## src/rtl/counter_period_controller_if.sv

```systemverilog
// Counter-side bus: the controller (master) drives load/data/enable into a
// loadable up-counter (slave) and receives its terminal-count pulse.
`timescale 1ns/1ps
interface counter_period_controller_if #(
    parameter int DATA_W = 4
);
    logic              load;
    logic [DATA_W-1:0] data;
    logic              enable;
    logic              cout;

    modport master (output load, output data, output enable, input cout);
    modport slave  (input load, input data, input enable, output cout);
endinterface

```

## src/rtl/counter_period_controller.sv

```systemverilog
// Runs a requested number of counter periods, reloading the counter after each
// cout, with abort, watchdog timeout and progress reporting.
`timescale 1ns/1ps
module counter_period_controller #(
    parameter int DATA_W  = 4,
    parameter int REP_W   = 8,
    parameter int TIMEOUT = 32
) (
    input  logic                       clk,
    input  logic                       reset,
    // Job handshake: a job is accepted on the rising edge where start && start_ready.
    // The requester holds start (and its data) until that edge; start_ready is high only in IDLE.
    input  logic                       start,
    output logic                       start_ready,
    input  logic [DATA_W-1:0]          period_data,
    input  logic [REP_W-1:0]           repeat_cnt,
    input  logic                       abort,
    counter_period_controller_if.master cnt,
    output logic                       busy,
    output logic                       done,
    output logic                       timeout_err,
    output logic [REP_W-1:0]           periods_done,
    output logic [2:0]                 state_dbg
);

    localparam int WD_W = $clog2(TIMEOUT + 1);

    typedef enum logic [2:0] {
        S_IDLE = 3'd0,
        S_LOAD = 3'd1,
        S_RUN  = 3'd2,
        S_DONE = 3'd3,
        S_ERR  = 3'd4
    } state_t;

    state_t            state, state_n;
    logic [DATA_W-1:0] period_q, period_n;
    logic [REP_W-1:0]  repeat_q, repeat_n;
    logic [REP_W-1:0]  pdone_n;
    logic [WD_W-1:0]   wd, wd_n;
    logic              load_q, enable_q;

    always_comb begin
        state_n  = state;
        period_n = period_q;
        repeat_n = repeat_q;
        pdone_n  = periods_done;
        wd_n     = wd;
        case (state)
            S_IDLE: begin
                if (start) begin
                    period_n = period_data;
                    repeat_n = repeat_cnt;
                    pdone_n  = '0;
                    state_n  = (repeat_cnt == '0) ? S_DONE : S_LOAD;
                end
            end
            S_LOAD: begin
                wd_n    = '0;
                state_n = abort ? S_IDLE : S_RUN;
            end
            S_RUN: begin
                // abort beats cout, and a cout in the watchdog's last cycle still counts
                if (abort) begin
                    state_n = S_IDLE;
                end else if (cnt.cout) begin
                    pdone_n = periods_done + 1'b1;
                    state_n = (pdone_n == repeat_q) ? S_DONE : S_LOAD;
                end else if (wd == WD_W'(TIMEOUT - 1)) begin
                    state_n = S_ERR;
                end else if (wd != '1) begin
                    wd_n = wd + 1'b1;
                end
            end
            S_DONE:  state_n = S_IDLE;
            S_ERR:   state_n = S_IDLE;
            default: state_n = S_IDLE;
        endcase
    end

    // Outputs are registered from the next state so they line up with the state they describe.
    always_ff @(posedge clk or negedge reset) begin
        if (!reset) begin
            state        <= S_IDLE;
            period_q     <= '0;
            repeat_q     <= '0;
            wd           <= '0;
            periods_done <= '0;
            start_ready  <= 1'b1;
            load_q       <= 1'b0;
            enable_q     <= 1'b0;
            busy         <= 1'b0;
            done         <= 1'b0;
            timeout_err  <= 1'b0;
        end else begin
            state        <= state_n;
            period_q     <= period_n;
            repeat_q     <= repeat_n;
            wd           <= wd_n;
            periods_done <= pdone_n;
            start_ready  <= (state_n == S_IDLE);
            load_q       <= (state_n == S_LOAD);
            enable_q     <= (state_n == S_RUN);
            busy         <= (state_n == S_LOAD) || (state_n == S_RUN);
            done         <= (state_n == S_DONE);
            timeout_err  <= (state_n == S_ERR);
        end
    end

    assign cnt.load   = load_q;
    assign cnt.data   = period_q;
    assign cnt.enable = enable_q;
    assign state_dbg  = state;

endmodule

```

## src/flat_wrapper.sv

```systemverilog
// flat-port wrapper written by rule: the top's interface ports become plain ports
module counter_period_controller_flat 
#(
    parameter int DATA_W  = 4,
    parameter int REP_W   = 8,
    parameter int TIMEOUT = 32
)
  (clk, reset, start, start_ready, period_data, repeat_cnt, abort, busy, done, timeout_err, periods_done, state_dbg, cnt_load, cnt_data, cnt_enable, cnt_cout);
  counter_period_controller_if #(.DATA_W(DATA_W)) cnt_i ();
  input  logic clk;
  input  logic reset;
  input  logic start;
  output logic start_ready;
  input  logic [DATA_W-1:0] period_data;
  input  logic [REP_W-1:0] repeat_cnt;
  input  logic abort;
  output logic busy;
  output logic done;
  output logic timeout_err;
  output logic [REP_W-1:0] periods_done;
  output logic [2:0] state_dbg;
  output wire logic [$bits(cnt_i.load)-1:0] cnt_load;
  output wire logic [$bits(cnt_i.data)-1:0] cnt_data;
  output wire logic [$bits(cnt_i.enable)-1:0] cnt_enable;
  input wire logic [$bits(cnt_i.cout)-1:0] cnt_cout;
  assign cnt_load = cnt_i.load;
  assign cnt_data = cnt_i.data;
  assign cnt_enable = cnt_i.enable;
  assign cnt_i.cout = cnt_cout;
  counter_period_controller #(.DATA_W(DATA_W), .REP_W(REP_W), .TIMEOUT(TIMEOUT)) u_core (.clk(clk), .reset(reset), .start(start), .start_ready(start_ready), .period_data(period_data), .repeat_cnt(repeat_cnt), .abort(abort), .cnt(cnt_i), .busy(busy), .done(done), .timeout_err(timeout_err), .periods_done(periods_done), .state_dbg(state_dbg));
endmodule
```

## config.mk

```make
export PLATFORM = sky130hd
export DESIGN_NAME = counter_period_controller_flat
export DESIGN_NICKNAME = d
export VERILOG_FILES = /design/src/rtl/counter_period_controller_if.sv /design/src/rtl/counter_period_controller.sv /design/src/flat_wrapper.sv
export SDC_FILE = /design/constraint.sdc
export NUM_CORES = 1
export LEC_CHECK = 0
export CAP_MARGIN = 20
export CORE_MARGIN = 2
export CORE_UTILIZATION = 53
export CTS_BUF_LIST = sky130_fd_sc_hd__clkbuf_8
export CTS_CLUSTER_DIAMETER = 100
export DETAILED_ROUTE_END_ITERATION = 6
export HOLD_SLACK_MARGIN = 0.08
export PLACE_DENSITY = 0.89
export SETUP_SLACK_MARGIN = 0.2
export SYNTH_ARGS = -nofsm -noshare
export SYNTH_HDL_FRONTEND = slang
export SYNTH_SLANG_ARGS = --single-unit
```

## constraint.sdc

```tcl
create_clock -name clk -period 3.05 [get_ports clk]
set_clock_uncertainty 0.15 [all_clocks]
set_input_delay 0.305 -clock clk [delete_from_list [all_inputs] [get_ports clk]]
set_output_delay 0.305 -clock clk [all_outputs]
set_load 0.03 [all_outputs]
```

== After elaboration in Yosys (flattened, before gate mapping) ==
Cells that the tools add are included.

* Bits in registers: 35
* Input port bits: 17
* Output and inout bits: 21
* Word-level logic and storage cells: 54

* Add/subtract/negate cells: 2
* Equality and inequality tests: 15
* Mux-type cells: 17
* Reductions and logical operators: 9

{| class="wikitable"
|+ Operators by type and width
! cell !! number
|-
| 6-bit 2-to-1 mux || 4
|-
| 8-bit 2-to-1 mux || 3
|-
| 8-bit case mux with 2 select lines || 1
|-
| 3-bit 2-to-1 mux || 4
|-
| 6-bit case mux with 2 select lines || 1
|-
| 2-bit != test (second input constant) || 5
|-
| 3-bit by 2-bit == test with 1-bit output (second input constant) || 3
|-
| 3-bit case mux with 3 select lines || 1
|-
| 8-bit by 1-bit adder with 8-bit output (second input constant) || 1
|-
| 8-bit == test || 1
|-
| 8-bit logical NOT || 1
|-
| 6-bit by 1-bit adder with 6-bit output (second input constant) || 1
|-
| 3-bit by 1-bit == test with 1-bit output (second input constant) || 2
|-
| 6-bit by 5-bit == test with 1-bit output (second input constant) || 1
|-
| 3-bit logical NOT || 2
|-
| 2-bit 2-to-1 mux || 3
|-
| 6-bit != test (second input constant) || 1
|-
| 5-bit AND reduction || 1
|-
| 4-bit AND reduction || 1
|-
| 2-bit nonzero test || 2
|-
| 3-bit == test (second input constant) || 1
|-
| 2-bit by 1-bit != test with 1-bit output (second input constant) || 1
|-
| 2-bit AND reduction || 1
|-
| 1-bit logical OR || 1
|}

== Depth between registers and ports, before layout ==
* Depth in word-level cells: 8
* Depth in mapped cells: 7
* Mapped depth without buffers: 6

== Worst setup path before layout ==
OpenSTA, ideal clock, no wires.

* Path kind: register to register
* Start: register u_core.periods_done[4]
* End: register u_core.busy
* Setup time: 140 ps
* Arrival: 2,033 ps
* Required time: 2,760 ps
* Slack: 727 ps
* Stages on the path, launching flop included: 7
* Buffers on the path: 1
* Period minus slack after synthesis: 2,323 ps
* Cells stage by stage: dfrtp_1 > buf_6 > nand4_1 > or3b_1 > a2111o_1 > a2111oi_4 > o22ai_1

* Cells in the longest elaborated chain, start to end: 8
* Elaborated cells on any way between the ends: 9
* Classes of those cells: add/sub: 1; eq/ne: 3; mux: 4; reduce/logical: 1

{| class="wikitable"
|+ RTL lines
! what !! line !! text
|-
| start, declared || counter_period_controller.sv:22 || <nowiki>output logic [REP_W-1:0] periods_done,</nowiki>
|-
| start signal, assigned || counter_period_controller.sv:100 || <nowiki>periods_done <= pdone_n;</nowiki>
|-
| 8-bit by 1-bit adder with 8-bit output * || counter_period_controller.sv:67 || <nowiki>pdone_n = periods_done + 1'b1;</nowiki>
|-
| 8-bit == test * || counter_period_controller.sv:68 || <nowiki>state_n = (pdone_n == repeat_q) ? S_DONE : S_LOAD;</nowiki>
|-
| 2-bit 2-to-1 mux * || counter_period_controller.sv:68 ||
|-
| 3-bit 2-to-1 mux * || counter_period_controller.sv:66 || <nowiki>end else if (cnt.cout) begin</nowiki>
|-
| 3-bit 2-to-1 mux * || counter_period_controller.sv:64 || <nowiki>if (abort) begin</nowiki>
|-
| 3-bit case mux with 3 select lines * || counter_period_controller.sv:49 || <nowiki>case (state)</nowiki>
|-
| 3-bit by 1-bit == test with 1-bit output / 3-bit by 2-bit == test with 1-bit output (equally long branches) || counter_period_controller.sv:104 || <nowiki>busy <= (state_n == S_LOAD) || (state_n == S_RUN);</nowiki>
|-
| 1-bit logical OR * || counter_period_controller.sv:104 ||
|-
| end signal, assigned || counter_period_controller.sv:104 ||
|-
| end, declared || counter_period_controller.sv:19 || <nowiki>output logic busy,</nowiki>
|}

Every way passes the cells marked *; elsewhere a longest branch is shown, timed or not.
A chain may end at the register's enable or synchronous reset.

== Final worst setup path ==
* Start: register u_core.state[1], in the netlist u_core.state_dbg[1]
* End: register u_core.busy

* Cells in the longest elaborated chain, start to end: 6
* Elaborated cells on any way between the ends: 11
* Classes of those cells: eq/ne: 4; mux: 5; reduce/logical: 2

{| class="wikitable"
|+ RTL lines
! what !! line !! text
|-
| start, declared || counter_period_controller.sv:36 || <nowiki>state_t state, state_n;</nowiki>
|-
| start signal, assigned || counter_period_controller.sv:96 || <nowiki>state <= state_n;</nowiki>
|-
| 3-bit 2-to-1 mux || counter_period_controller.sv:69 || <nowiki>end else if (wd == WD_W'(TIMEOUT - 1)) begin</nowiki>
|-
| 3-bit 2-to-1 mux || counter_period_controller.sv:66 ||
|-
| 3-bit 2-to-1 mux || counter_period_controller.sv:64 ||
|-
| 3-bit case mux with 3 select lines * || counter_period_controller.sv:49 ||
|-
| 3-bit by 1-bit == test with 1-bit output / 3-bit by 2-bit == test with 1-bit output (equally long branches) || counter_period_controller.sv:104 ||
|-
| 1-bit logical OR * || counter_period_controller.sv:104 ||
|}

Marked as above.

==> flow_summary.toml <==
[timing]
hold_ws_ns = 0.2825
slew_viol_final = 0
slew_headroom = 0.5545
fin_setup_tns_ns = 0
hold_viol = 0
max_freq_mhz = 406.1
rsz0062_at_grt = "no"
setup_viol = 0
fin_crit_sh = 0.8073
setup_ws_ns = 0.5877
min_period_ns = 2.462
worst_pin_slew_ns = 0.6626

[synth]
netlist_area_um2 = 1833
synth-main-ff-cell = "dfrtp_1"
synth_area_leaders = "dfrtp_1 46%, nand2_1 10%, o21ai_0 3.8%"
async_flop_share = 1.000
synth_fp_nets = 217
syn_inst = 198
ys_types = 43
ys_ff_latch = 35
synth_top_area_frac = 0.4642
synth-seq-area-share = 0.4785
syn_avg_cell_area_um2 = 9.258
yosysTopAreaCell = "dfrtp_1"
synth_edf_count = 0
yosys_warnings = 0

[final_layout]
final_area_um2 = 2354
num-nets-final = 255
fill_cells = 252
drive_gt1_frac = 0.07173
diodes = 0
final_cell_mix = "50 x nand2_1, 37 x clkdlybuf4s50_1, 34 x dfrtp_1"
area_growth_pct = 28.40
final_common_cell = "nand2_1"

[setup_path]
critical_path_arrival_ns = 2.47
critPathMaxStageDelay_ns = 0.57
crit_fanout = 9
critPathCaptureType = "flip-flop"
crit_start = "u_core.state_dbg[1]"
crit_family = "compound AO/OA/AOI/OAI gates"
startpoint_type = "flip-flop"
r2r_cells = 5
cpMaxStageDelayCell = "nor3b_1"
reg2reg_from = "u_core.state_dbg[1]"
path_cells = "nor3b_1 > nand4_1 > a2111o_1 > a2111oi_4 > o22ai_1"
crit_type = "flip-flop to flip-flop"
crit_cells = 5
path_buf_inv = 0
required_ns = 3.06

[clocking]
h-tree-depth = 2
cts_sinks = 35
cts_buffers = 5
postCtsHoldBufs = 0
insertion_delay_ns = 0.29
cts_setup_buffers = 0
cts_resized = 0
root_buffer = "clkbuf_8"
cts_tree = "yes"
cts_buffer_depth = 2
clk_pin_slew_ns = 0.07

[routing]
antenna_left = 0
wire_per_inst_um = 14.45
drc_errors = 0
vias = 1641
first_pass_iters = 5
wl_mm = 4.088
via_per_inst = 5.799
dr.first_iter.drc_count = 97

[placed_design]
dp_slack_ns = 0.6592
gp_congestion = 0.8685
dpl_cell_area_um2 = 2236
dp_hpwl_mm = 2.871
port_buffers = 37

[power_and_ir_drop]
powerDensity_nw_per_um2 = 567.4
seqPwrFrac = 0.433
power.total_uw = 1335
switchingPower_uw = 409.3
p_comb_frac = 0.245
leakagePower_uw = 0.001007
p_sw_frac = 0.3065
clkPwrFrac = 0.322
peakVddDrop_v = 0.0004357
intPower_uw = 926.0

[floorplan]
die_area_um2 = 3945
coreArea_um2 = 3337
ioPinCount = 38
initial_core_util = 0.5493
rows = 21
die_w_um = 62.81
die_y_um = 62.81

[flow_run]
maxCapViolations = 0

[global_route]
grt_pass1_wl_mm = 7.086
grt_pass1_vias = 1488
grt_max_degree = 36
grt_overflow = 0
grt_usage = 0.2308
antenna_found_initial = 0

[outcome]
status = "complete, no violations"

[hold_path]
hp-class = "input pin to asynchronous set/reset pin"
## cell type report
| class | count | area (um2) | area share |
|---|---|---|---|
| Clock buffer | 6 | 82.58 | 0.03509 |
| Clock inverter | 2 | 35.03 | 0.01489 |
| Inverter | 6 | 22.52 | 0.009569 |
| Multi-Input combinational cell | 149 | 893.4 | 0.3796 |
| Sequential cell | 35 | 877.1 | 0.3727 |
| Tap cell | 46 | 57.56 | 0.02446 |
| Timing Repair Buffer | 39 | 385.4 | 0.1637 |
## synth_stat cells (all sizes together), types with 2 or more instances
library cell and count:
o21ai 14, ha 2, nor3b 4, nand2 50
o22ai 3, dfrtp 34, o31ai 3, nor4b 3
a31oi 4, and3 3, a21oi 4, nand3 7
xnor2 8, inv 6, or3b 2, clkbuf 5
buf 3, a2111o 3, xor2 3, nor3 2
nand4 3, nor2 10, or3 2, nor4 3
o41ai 2, nand2b 2
## worst paths after layout
kind                            slack (ns)                  to
worst max-delay path                  0.59         u_core.busy
worst min-delay path                  0.28  u_core.repeat_q[3]
worst max register to register        0.59         u_core.busy
worst min register to register        0.34  u_core.cnt.data[0]
max in group asynchronous             2.13  u_core.start_ready
min in group clk                      0.34  u_core.cnt.data[0]
## power by group through the flow
stage | logic [uW] | registers, uW | clock network [uW]
floorplan | 150 | 627 | 0
global placement | 318 | 582 | 0
detailed placement | 326 | 585 | 0
CTS | 329 | 577 | 437
global route | 359 | 585 | 463
finish | 327 | 578 | 430
## cells by family (layout without fill, tap and decap cells)
family	after synthesis	in the layout	share of synthesized area
adder cells (fa/ha/maj)	2	2	0.01365
flip-flops	35	35	0.4785
buffers and inverters	14	53	0.03754
AND/OR/NAND/NOR	96	96	0.2621
AO/OA/AOI/OAI	40	40	0.1556
XOR/XNOR	11	11	0.05256
## per-layer routing
layer  global-route usage  vias to the layer above  wire length (um)
met5                    0                        -                 0
met4              0.09722                        0                89
met3              0.05946                       10               249
met2               0.3495                       72              1949
met1               0.3152                      779              1799
li1                     -                      780                 -
## state kept, by name (all words and copies together), names as in the netlist
signal,flops
u_core.cnt.load,1
u_core.cnt.enable,1
u_core.wd,6
u_core.state_dbg,3
u_core.done,1
u_core.start_ready,1
u_core.cnt.data,4
u_core.repeat_q,8
u_core.timeout_err,1
u_core.periods_done,8
u_core.busy,1
## worst register-to-register path, stage by stage (launching register included)
cell and delay, ns:
dfrtp_1 0.51, nor3b_1 0.57, nand4_1 0.23, a2111o_1 0.45, a2111oi_4 0.31, o22ai_1 0.11
## stage by stage
| step | utilization | std cells |
|---|---|---|
| floorplan | - | 198 |
| global placement | 0.6700 | 275 |
| detailed placement | 0.6700 | 275 |
| CTS | 0.7053 | 283 |
| global route | 0.7053 | 283 |
| finish | 0.7053 | 283 |
(Power assumes the default switching activity.)
